**config.mk**
```make
export PLATFORM = sky130hd
export DESIGN_NAME = ldq_ring
export DESIGN_NICKNAME = d
export VERILOG_FILES = /design/src/rtl/ldq_ring.sv
export SDC_FILE = /design/constraint.sdc
export NUM_CORES = 1
export LEC_CHECK = 0
export CORE_AREA = 2 2 271 273
export DETAILED_ROUTE_END_ITERATION = 8
export DIE_AREA = 0 0 273 275
export GPL_TIMING_DRIVEN = 0
export HOLD_SLACK_MARGIN = 0.06
export PLACE_DENSITY = 0.69
export SETUP_SLACK_MARGIN = 0.4
export SLEW_MARGIN = 30
export SYNTH_ARGS = -nofsm -noshare
export SYNTH_HDL_FRONTEND = slang
export SYNTH_SLANG_ARGS = --single-unit
```
**constraint.sdc**
```tcl
create_clock -name clk_i -period 9.8 [get_ports clk_i]
set_input_delay 2.45 -clock clk_i [delete_from_list [all_inputs] [get_ports clk_i]]
set_output_delay 2.45 -clock clk_i [all_outputs]
set_load 0.005 [all_outputs]
```
**src/rtl/ldq_ring.sv**
```systemverilog
// Load queue ring: in-order allocation, out-of-order issue to the mem pipe,
// in-order retire, and ROB-id based flush that rewinds the tail.
module ldq_ring #(
  parameter int NUM_ENTRIES = 16,
  parameter int ALLOC_PORTS = 2,
  parameter int ROBID_W = 6,
  parameter int PKT_W = 32,
  localparam int IDX_W = $clog2(NUM_ENTRIES)
) (
  input  logic                           clk_i,
  input  logic                           reset_i,
  input  logic [ALLOC_PORTS-1:0]         alloc_valid_i,
  input  logic [ALLOC_PORTS*ROBID_W-1:0] alloc_robid_i,
  output logic                           alloc_ready_o,
  output logic [ALLOC_PORTS*IDX_W-1:0]   alloc_ldqid_o,
  input  logic                           iss_valid_i,
  input  logic [IDX_W-1:0]               iss_ldqid_i,
  input  logic [PKT_W-1:0]               iss_pkt_i,
  output logic                           pipe_req_o,
  output logic [IDX_W-1:0]               pipe_req_ldqid_o,
  output logic [PKT_W-1:0]               pipe_req_pkt_o,
  input  logic                           pipe_gnt_i,
  input  logic                           resp_valid_i,
  input  logic [IDX_W-1:0]               resp_ldqid_i,
  input  logic [1:0]                     resp_action_i,
  input  logic                           stq_wake_i,
  input  logic                           retire_valid_i,
  input  logic                           nuke_valid_i,
  input  logic [ROBID_W-1:0]             nuke_robid_i,
  output logic                           idle_o,
  output logic                           full_o,
  output logic [IDX_W:0]                 count_o
);

  localparam int PTR_W = IDX_W + 1;
  localparam logic [PTR_W-1:0] DEPTH = PTR_W'(NUM_ENTRIES);
  localparam logic [PTR_W-1:0] NPORT = PTR_W'(ALLOC_PORTS);

  typedef enum logic [2:0] {
    INV,
    WAIT_ISS,
    READY,
    IN_PIPE,
    WAIT_STQ,
    DONE
  } ent_st_e;

  ent_st_e            st_q  [NUM_ENTRIES];
  ent_st_e            st_d  [NUM_ENTRIES];
  logic [ROBID_W-1:0] rob_q [NUM_ENTRIES];
  logic [ROBID_W-1:0] rob_d [NUM_ENTRIES];
  logic [PKT_W-1:0]   pkt_q [NUM_ENTRIES];
  logic [PKT_W-1:0]   pkt_d [NUM_ENTRIES];

  logic [PTR_W-1:0] head_q, head_d;
  logic [PTR_W-1:0] tail_q, tail_d;
  logic [PTR_W-1:0] count;
  logic [IDX_W-1:0] head_idx;

  logic [IDX_W-1:0] alloc_idx [ALLOC_PORTS];
  logic [PTR_W-1:0] n_alloc;
  logic             alloc_fire;

  logic             sel_vld;
  logic [IDX_W-1:0] sel_idx;
  logic             grant_fire;
  logic             retire_fire;

  logic [NUM_ENTRIES-1:0] flush;
  logic                   fl_vld;
  logic [PTR_W-1:0]       fl_off;

  // a is the same age as n or younger, under wrap-bit ordering
  function automatic logic younger_eq(
    input logic [ROBID_W-1:0] a,
    input logic [ROBID_W-1:0] n
  );
    if (a[ROBID_W-1] == n[ROBID_W-1])
      return a[ROBID_W-2:0] >= n[ROBID_W-2:0];
    return a[ROBID_W-2:0] < n[ROBID_W-2:0];
  endfunction

  assign head_idx      = head_q[IDX_W-1:0];
  assign count         = tail_q - head_q;
  assign count_o       = count;
  assign idle_o        = (count == '0);
  assign full_o        = (count == DEPTH);
  assign alloc_ready_o = ((DEPTH - count) >= NPORT);

  always_comb begin
    n_alloc = '0;
    for (int i = 0; i < ALLOC_PORTS; i++) begin
      alloc_idx[i] = tail_q[IDX_W-1:0] + n_alloc[IDX_W-1:0];
      alloc_ldqid_o[i*IDX_W +: IDX_W] = alloc_idx[i];
      if (alloc_valid_i[i])
        n_alloc = n_alloc + PTR_W'(1);
    end
  end

  assign alloc_fire = alloc_ready_o & ~nuke_valid_i & (|alloc_valid_i);

  always_comb begin
    sel_vld = 1'b0;
    sel_idx = head_idx;
    for (int k = 0; k < NUM_ENTRIES; k++) begin
      if (!sel_vld && st_q[head_idx + IDX_W'(k)] == READY) begin
        sel_vld = 1'b1;
        sel_idx = head_idx + IDX_W'(k);
      end
    end
  end

  assign pipe_req_o       = sel_vld;
  assign pipe_req_ldqid_o = sel_idx;
  assign pipe_req_pkt_o   = pkt_q[sel_idx];

  assign grant_fire  = sel_vld & pipe_gnt_i;
  assign retire_fire = retire_valid_i & (st_q[head_idx] == DONE);
  assign head_d      = head_q + PTR_W'(retire_fire);

  // the retiring head is already gone when the flush is evaluated
  always_comb begin
    for (int j = 0; j < NUM_ENTRIES; j++) begin
      flush[j] = nuke_valid_i
               && (st_q[j] != INV)
               && younger_eq(rob_q[j], nuke_robid_i)
               && !(retire_fire && head_idx == IDX_W'(j));
    end
  end

  always_comb begin
    fl_vld = 1'b0;
    fl_off = '0;
    for (int k = 0; k < NUM_ENTRIES; k++) begin
      if (!fl_vld && flush[head_d[IDX_W-1:0] + IDX_W'(k)]) begin
        fl_vld = 1'b1;
        fl_off = PTR_W'(k);
      end
    end
  end

  always_comb begin
    tail_d = tail_q;
    for (int j = 0; j < NUM_ENTRIES; j++) begin
      st_d[j]  = st_q[j];
      rob_d[j] = rob_q[j];
      pkt_d[j] = pkt_q[j];
      case (st_q[j])
        WAIT_ISS: begin
          if (iss_valid_i && iss_ldqid_i == IDX_W'(j)) begin
            st_d[j]  = READY;
            pkt_d[j] = iss_pkt_i;
          end
        end
        READY: begin
          if (grant_fire && sel_idx == IDX_W'(j))
            st_d[j] = IN_PIPE;
        end
        IN_PIPE: begin
          if (resp_valid_i && resp_ldqid_i == IDX_W'(j)) begin
            case (resp_action_i)
              2'd0:    st_d[j] = DONE;
              2'd1:    st_d[j] = READY;
              2'd2:    st_d[j] = WAIT_STQ;
              default: st_d[j] = IN_PIPE;
            endcase
          end
        end
        WAIT_STQ: begin
          if (stq_wake_i)
            st_d[j] = READY;
        end
        DONE: begin
          if (retire_fire && head_idx == IDX_W'(j))
            st_d[j] = INV;
        end
        default: st_d[j] = st_q[j];
      endcase
    end
    if (alloc_fire) begin
      for (int i = 0; i < ALLOC_PORTS; i++) begin
        if (alloc_valid_i[i]) begin
          st_d[alloc_idx[i]]  = WAIT_ISS;
          rob_d[alloc_idx[i]] = alloc_robid_i[i*ROBID_W +: ROBID_W];
        end
      end
      tail_d = tail_q + n_alloc;
    end
    for (int j = 0; j < NUM_ENTRIES; j++) begin
      if (flush[j])
        st_d[j] = INV;
    end
    if (fl_vld)
      tail_d = head_d + fl_off;
  end

  always_ff @(posedge clk_i) begin
    if (reset_i) begin
      head_q <= '0;
      tail_q <= '0;
      for (int j = 0; j < NUM_ENTRIES; j++)
        st_q[j] <= INV;
    end else begin
      head_q <= head_d;
      tail_q <= tail_d;
      st_q   <= st_d;
    end
  end

  always_ff @(posedge clk_i) begin
    rob_q <= rob_d;
    pkt_q <= pkt_d;
  end

  a_retire_done: assert property (
    @(posedge clk_i) disable iff (reset_i)
    retire_valid_i |-> (st_q[head_idx] == DONE)
  );

  a_alloc_ready: assert property (
    @(posedge clk_i) disable iff (reset_i)
    (|alloc_valid_i) |-> alloc_ready_o
  );

endmodule

```
==> out/metrics.csv, run 1 <==
stage,metric,value,unit
placed_design,DP Worst Slack,-0.0947,ns
floorplan,Core ar.,72300,um2
yosys,ys async rst share,0,%
timing,worst hold slack,0.624,ns
finish,fill count,5986,
timing,Final Hold Fails,0,
setup_path,CP most frequent cell,inv_2,
placed_design,Placed Area,40300,um2
floorplan,Initial Utilization,51.4,%
cts,TritonCTS clock tree,done,
timing,Worst-Margin Slew,1.21,ns
yosys,synthesized area,37200,um2
floorplan,die area,75100,um2
floorplan,Die X,273,um
flow_run,MaxCap Viol Count,0,
yosys,Mapped Cells,3369,
timing,unrepaired setup endpoints after global routing,true,
power,switching portion of total power,28.6,%
route,post-route ant nets,0,
cts,clock slew at reported path FFs,0.06,ns
setup_path,CP required,7.35,ns
timing,post-route minimum period,9.27,ns
timing,fin crit share,94.6,%
grt,initial antenna violation count,3,
setup_path,CP Cell Sequence,"buf_4, inv_2, ha_2, xnor2_4, buf_12, mux4_2, mux2i_4, or4_4, nor4_4, o31a_1, or3_2, nand2_2, inv_2, buf_6, clkbuf_2, a211oi_2, a311oi_1, or4_1, clkdlybuf4s50_1",
placed_design,detailed placer's ending HPWL,88300,um
yosys,"FF+latch count, synth",666,
finish,Final nets,3869,
cts,Root Buffer,clkbuf_16,
timing,final setup violating endpoints,0,
power,Pwr Density,180,nW/um2
yosys,"EDFF count, synth",608,
power,Pleak,0.0151,uW
status,outcome,finished clean,
power,Logic pwr share,19.9,%
setup_path,"Largest stage delay, worst path",0.63,ns
finish,P&R area growth vs syn,15.8,%
setup_path,critical path endpoint category,primary output,
route,DR DRC count,0,
power,clock share of power,36.4,%
grt,first-pass GRT wire length,181000,um
hold_path,Hold Path Class,reg -> reg,
grt,vias in the first global route,28614,
cts,Num CTS Buffers,74,
yosys,Synth cell types,105,
route,Detailed Route Iter0 Violations,4162,
timing,Max Clock Freq,108,MHz
floorplan,num rows,99,
floorplan,Ports,123,
timing,fin. max-slew vios,0,
setup_path,Critical Path Source Type,register,
grt,largest net degree at the start of global routing,48,
yosys,"Seq/Total Area, Yosys",52.2,%
power,peak supply drop,0.173,mV
route,total wire length,123000,um
setup_path,Buffers & Inverters on Critical Path,7,
yosys,Mean Syn Cell Area,11.0,um2
power,Net Sw Power,2220,uW
placed_design,global placement routability congestion,1.01,
route,vias after detailed routing,30569,
route,routed vias/inst,6.51,
finish,most frequent cells in the layout,"608 x edfxtp_1, 450 x nand2_1, 185 x a21oi_1",
timing,setup ws final,0.532,ns
yosys,syn_nets,3563,
cts,Sink Count,666,
grt,Overall Global Routing Usage,32.2,%
cts,Worst-Skew Late Latency,0.65,ns
yosys,top_reg_cell synth,edfxtp_1,
floorplan,die height,275,um
grt,GRT overflow,0,
cts,"Hold-fix buffers, CTS",0,
setup_path,crit path DAT,6.82,ns
cts,htree depth,3,
power,internal power,5550,uW
finish,design area,43100,um2
setup_path,Crit-path slowest cell,or4_1,
power,sequential fraction of design power,43.7,%
finish,layout cells sized above 1,13.1,%
timing,Slew HR,18.6,%
placed_design,I/O Buffers,111,
setup_path,critical path peak fanout,17,
setup_path,"delay-heaviest family, CP",buffers and inverters,
finish,"commonest non-fill, non-tap cell in the layout",edfxtp_1,
route,Routed WL per cell,26.2,um
yosys,Syn. warnings,0,
route,1st-pass router iterations,6,
timing,Clock Skews,0.0516,ns
cts,clk buf depth,3,
setup_path,critical path class,reg -> out,
final cells by class:
type                            instances  area [um2]  share of cell area [%]
Tap cell                              959        1200                    2.78
Multi-Input combinational cell       2366       16500                    38.4
Clock inverter                         42         524                    1.22
Timing Repair Buffer                  230        1870                    4.34
Inverter                               84         319                   0.740
Sequential cell                       666       19400                    45.1
Antenna cell                            1        2.50                 0.00581
Buffer                                253        1260                    2.93
Clock buffer                           95        1950                    4.53
synthesized netlist by cell type (17+ instances only):
library cell / count / area (um2)
nor3_1: 49 / 245
mux2i_1: 119 / 1190
a211oi_1: 149 / 1120
ha_1: 121 / 1510
nand4b_1: 22 / 193
a21oi_1: 185 / 926
edfxtp_1: 608 / 18300
nor4_1: 29 / 181
and3_1: 31 / 194
a21boi_1: 56 / 420
nand2_1: 450 / 1690
nand4_1: 20 / 125
a31oi_1: 27 / 169
mux4_2: 35 / 788
nor2b_1: 35 / 219
o31ai_1: 21 / 158
buf_1: 17 / 63.8
xnor2_1: 34 / 298
nand3_1: 51 / 255
clkbuf_1: 160 / 601
and2_1: 17 / 106
o21ai_0: 114 / 571
or4_1: 36 / 270
a21boi_0: 82 / 616
or3_1: 22 / 138
inv_1: 79 / 297
buf_4: 18 / 135
nand2b_1: 30 / 188
nor2_1: 175 / 657
buf_2: 46 / 230
dfxtp_1: 58 / 1160
a21o_1: 25 / 188
nor3b_1: 26 / 195
a311oi_1: 136 / 1190
registers in the layout, summed over array words and instances, names as in the netlist:
register  cells
tail_q        5
head_q        5
rob_q        96
st_q         48
pkt_q       512
cell families (layout without fill, tap and decap cells):
group	after synthesis	in the layout	synth area share, %
AO/OA/AOI/OAI	954	954	18.1
XOR/XNOR	49	49	1.15
adder cells (fa/ha/maj)	124	124	4.23
buffers and inverters	337	704	3.98
flip-flops	666	666	52.2
multiplexers	173	173	6.11
other	0	1	0
AND/OR/NAND/NOR	1066	1066	14.3
timing repair:
item	CTS	global route
resized for setup	48	56
endpoints found under the setup margin	34	32
pin swaps	0	2
setup buffers	1	4
path summary, 6_finish.rpt:
path | from | end | slack (ns) | cells past startpoint
worst max register to register | head_q[0]$_SDFF_PP0_ | tail_q[4]$_SDFFE_PP0P_ | 1.50 | 31
worst min-delay path | head_q[4]$_SDFF_PP0_ | head_q[4]$_SDFF_PP0_ | 0.62 | 2
worst max-delay path | head_q[1]$_SDFF_PP0_ | pipe_req_pkt_o[28] | 0.53 | 19
worst min register to register | head_q[4]$_SDFF_PP0_ | head_q[4]$_SDFF_PP0_ | 0.62 | 2
metal layers:
layer	wire length, um	up-vias	share of wire, %	track usage, %
li1	-	13613	-	-
met1	49600	14800	40	44.7
met2	55500	1887	45	50.5
met3	13500	265	11	6.44
met4	4090	4	3.3	11.4
met5	23	-	0.019	0
tightest hold or removal path: stages, from the launching register on:
cell	delay (ns)
dfxtp_1	0.37
xor2_1	0.11
nor2_1	0.10
metrics by stage:
step	setup TNS (ns)	std cells	power [uW]	util (%)
2_1_floorplan	0	3369	4360	-
3_3_place_gp	-623.30	4439	4930	54.6
3_5_place_dp	-0.0947	4553	4960	55.7
4_1_cts	0	4691	7750	59.3
5_1_grt	0	4696	8050	59.6
6_report	0	4696	7770	59.6
power groups by stage:
stage / clock (uW) / combinational (uW) / sequential, uW
5_1_grt: 2950 / 1690 / 3410
3_3_place_gp: 0 / 1450 / 3470
3_5_place_dp: 0 / 1510 / 3460
4_1_cts: 2830 / 1520 / 3400
2_1_floorplan: 0 / 919 / 3440
6_report: 2830 / 1540 / 3400
(Power assumes the default switching activity.)
==> inputs of run 2 (changes only) <==
CORE_AREA = 4 4 273 275   (was 2 2 271 273)
DIE_AREA = 0 0 277 279   (was 0 0 273 275)
DONT_BUFFER_PORTS = 1   (was unset)
PLACE_DENSITY = 0.67   (was 0.69)
==> run 2 against run 1 <==
Sequential power about the same. Clock power decreased by 5%. Highest routed layer unchanged. Non-clock buffer count decreased by 124. Power decreased by 3.6%. Clock-buffer cell count decreased by 5. Via count increased by 0.30%. Cell count decreased by 2.8%. First-iteration DRC count increased by 2.6%. Sequential share of layout area increased by 1.7 points.
==> out/metrics.csv, run 2 (synthesis gave the netlist of run 1 again) <==
stage,metric,value,unit,change
timing,fin crit share,94.7,%,was 94.6%
power,switching portion of total power,29.5,%,was 28.6%
setup_path,critical path endpoint category,primary output,,unchanged
grt,first-pass GRT wire length,191000,um,was 181000 um
finish,P&R area growth vs syn,11.7,%,was 15.8%
timing,final setup violating endpoints,0,,unchanged
placed_design,placed cells,4431,,was 4553
setup_path,critical path peak fanout,10,,was 17
hold_path,Cells on Worst Hold Path,2,,unchanged
route,1st-pass router iterations,7,,was 6
timing,post-route minimum period,9.28,ns,was 9.27 ns
cts,Sink Count,666,,unchanged
power,peak supply drop,0.170,mV,was 0.173 mV
floorplan,die height,279,um,was 275 um
grt,Overall Global Routing Usage,32.6,%,was 32.2%
grt,met3 usage,6.21,%,was 6.44%
finish,layout cells sized above 1,12.1,%,was 13.1%
route,DR DRC count,0,,unchanged
finish,max reg flops,512,,unchanged
power,internal power,5280,uW,was 5550 uW
floorplan,num rows,99,,unchanged
timing,Worst-Margin Slew,1.07,ns,was 1.21 ns
grt,GR peak layer,met2,,unchanged
floorplan,die area,77300,um2,was 75100 um2
timing,Max Clock Freq,108,MHz,about the same
route,total wire length,131000,um,was 123000 um
power,Net Sw Power,2210,uW,was 2220 uW
cts,Root Buffer,clkbuf_16,,unchanged
floorplan,Ports,123,,unchanged
placed_design,Placed Area,39200,um2,was 40300 um2
timing,Slew HR,28.0,%,was 18.6%
cts,"Hold-fix buffers, CTS",0,,unchanged
route,post-route ant nets,0,,unchanged
cts,clk buf depth,3,,unchanged
grt,GRT overflow,0,,unchanged
timing,unrepaired setup endpoints after global routing,false,,was true
grt,initial antenna violation count,2,,was 3
finish,fin cells,4566,,was 4696
finish,design area,41600,um2,was 43100 um2
setup_path,Critical Path Source Type,register,,unchanged
timing,Final Hold Fails,0,,unchanged
setup_path,crit path DAT,6.83,ns,was 6.82 ns
floorplan,Die X,277,um,was 273 um
finish,"Most flops, register",pkt_q,,unchanged
timing,fin. max-slew vios,0,,unchanged
route,Routed WL per cell,28.6,um,was 26.2 um
cts,clock slew at reported path FFs,0.06,ns,about the same
finish,Final nets,3744,,was 3869
cts,Worst-Skew Late Latency,0.64,ns,was 0.65 ns
power,Pwr Density,180,nW/um2,about the same
finish,"commonest non-fill, non-tap cell in the layout",edfxtp_1,,unchanged
grt,met1 usage,46.5,%,was 44.7%
power,sequential fraction of design power,45.4,%,was 43.7%
power,Logic pwr share,18.8,%,was 19.9%
grt,largest net degree at the start of global routing,47,,was 48
placed_design,I/O Buffers,0,,was 111
grt,vias in the first global route,29295,,was 28614
placed_design,detailed placer's ending HPWL,95400,um,was 88300 um
setup_path,CP required,7.35,ns,about the same
cts,htree depth,3,,unchanged
finish,most frequent cells in the layout,"608 x edfxtp_1, 450 x nand2_1, 185 x a21oi_1",,unchanged
floorplan,Initial Utilization,51.4,%,unchanged
cts,Num CTS Buffers,73,,was 74
hold_path,Hold Path Class,reg -> reg,,unchanged
timing,Clock Skews,0.0354,ns,was 0.0516 ns
finish,Largest regs,"pkt_q: 512 flops, rob_q: 96 flops, st_q: 48 flops",,unchanged
power,Pleak,0.0144,uW,was 0.0151 uW
route,routed vias/inst,6.72,,was 6.51
route,Detailed Route Iter0 Violations,4269,,was 4162
flow_run,MaxCap Viol Count,0,,unchanged
power,clock share of power,35.8,%,was 36.4%
floorplan,Core ar.,72300,um2,unchanged
placed_design,global placement routability congestion,0.993,,was 1.01
finish,diode count,0,,was 1
cts,TritonCTS clock tree,done,,unchanged
setup_path,critical path class,reg -> out,,unchanged
setup_path,Worst R2R Path Depth,31,,unchanged
status,outcome,finished clean,,unchanged
grt,grt met2 use,50.7,%,was 50.5%
route,vias after detailed routing,30661,,was 30569
run 2: cell count changes in the layout (fill, tap and decap cells not counted), moves of 4 or more:
cell / delta
clkbuf_2: -23
buf_4: -4
clkbuf_1: +26
clkbuf_4: -8
clkdlybuf4s50_1: -110
a311oi_2: -4
a311oi_1: +4
buf_1: +4
bufinv_16: -4
buf_2: -6
run 2: metrics by stage:
step | setup TNS [ns] | setup WS (ns) | hold WS [ns] | util (%) | power, uW
2_1_floorplan | 0 | 2.26 | 0.530 | - | 4360
3_3_place_gp | -330.27 | -1.49 | 0.552 | 53.1 | 4780
3_5_place_dp | 0 | 0.375 | 0.557 | 54.1 | 4830
4_1_cts | 0 | 0.389 | 0.571 | 57.4 | 7480
5_1_grt | 0 | 0.414 | 0.604 | 57.4 | 7780
6_report | 0 | 0.516 | 0.568 | 57.4 | 7490
run 2: timing repair:
| action | in CTS | in global routing |
|---|---|---|
| endpoints found under the setup margin | 32 | 33 |
| pin swaps | 0 | 0 |
| setup buffers | 3 | 0 |
| resized for setup | 8 | 25 |
run 2: worst max-delay path: stages, from the launching register on:
cell and delay (ns):
dfxtp_1 0.61, buf_4 0.29, buf_2 0.32, mux4_2 0.37, nor3b_1 0.62, mux2i_1 0.39, mux2i_4 0.44, or4_4 0.24
nor4_4 0.07, o31a_1 0.33, or3_2 0.47, nand2_2 0.21, clkbuf_2 0.36, clkbuf_1 0.52, nand2_1 0.12, a311oi_1 0.50
or4_1 0.30
run 2: metal layers:
layer,part of all wire (%),vias to the layer above
li1,-,13356
met1,41,15213
met3,10,288
met5,0.010,-
met4,3.5,2
met2,45,1802
run 2: cell type report:
type	instances	area [um2]
Tap cell	959	1200
Clock inverter	42	403
Clock buffer	90	1890
Buffer	253	1190
Multi-Input combinational cell	2366	16500
Sequential cell	666	19400
Inverter	84	322
Fill cell	6083	30800
Timing Repair Buffer	106	636
run 2: final timing paths:
path / slack, ns / end / startpoint
setup / recovery: 0.52 / pipe_req_pkt_o[2] / head_q[1]$_SDFF_PP0_
hold reg to reg: 0.57 / head_q[4]$_SDFF_PP0_ / head_q[4]$_SDFF_PP0_
setup reg to reg: 0.98 / tail_q[4]$_SDFFE_PP0P_ / head_q[1]$_SDFF_PP0_
hold / removal: 0.57 / head_q[4]$_SDFF_PP0_ / head_q[4]$_SDFF_PP0_
run 2: power groups by stage:
stage / registers [uW] / logic [uW] / clock network [uW]
floorplan: 3440 / 919 / 0
global placement: 3470 / 1300 / 0
detailed placement: 3460 / 1370 / 0
CTS: 3400 / 1380 / 2700
global route: 3420 / 1540 / 2830
finish: 3400 / 1410 / 2680
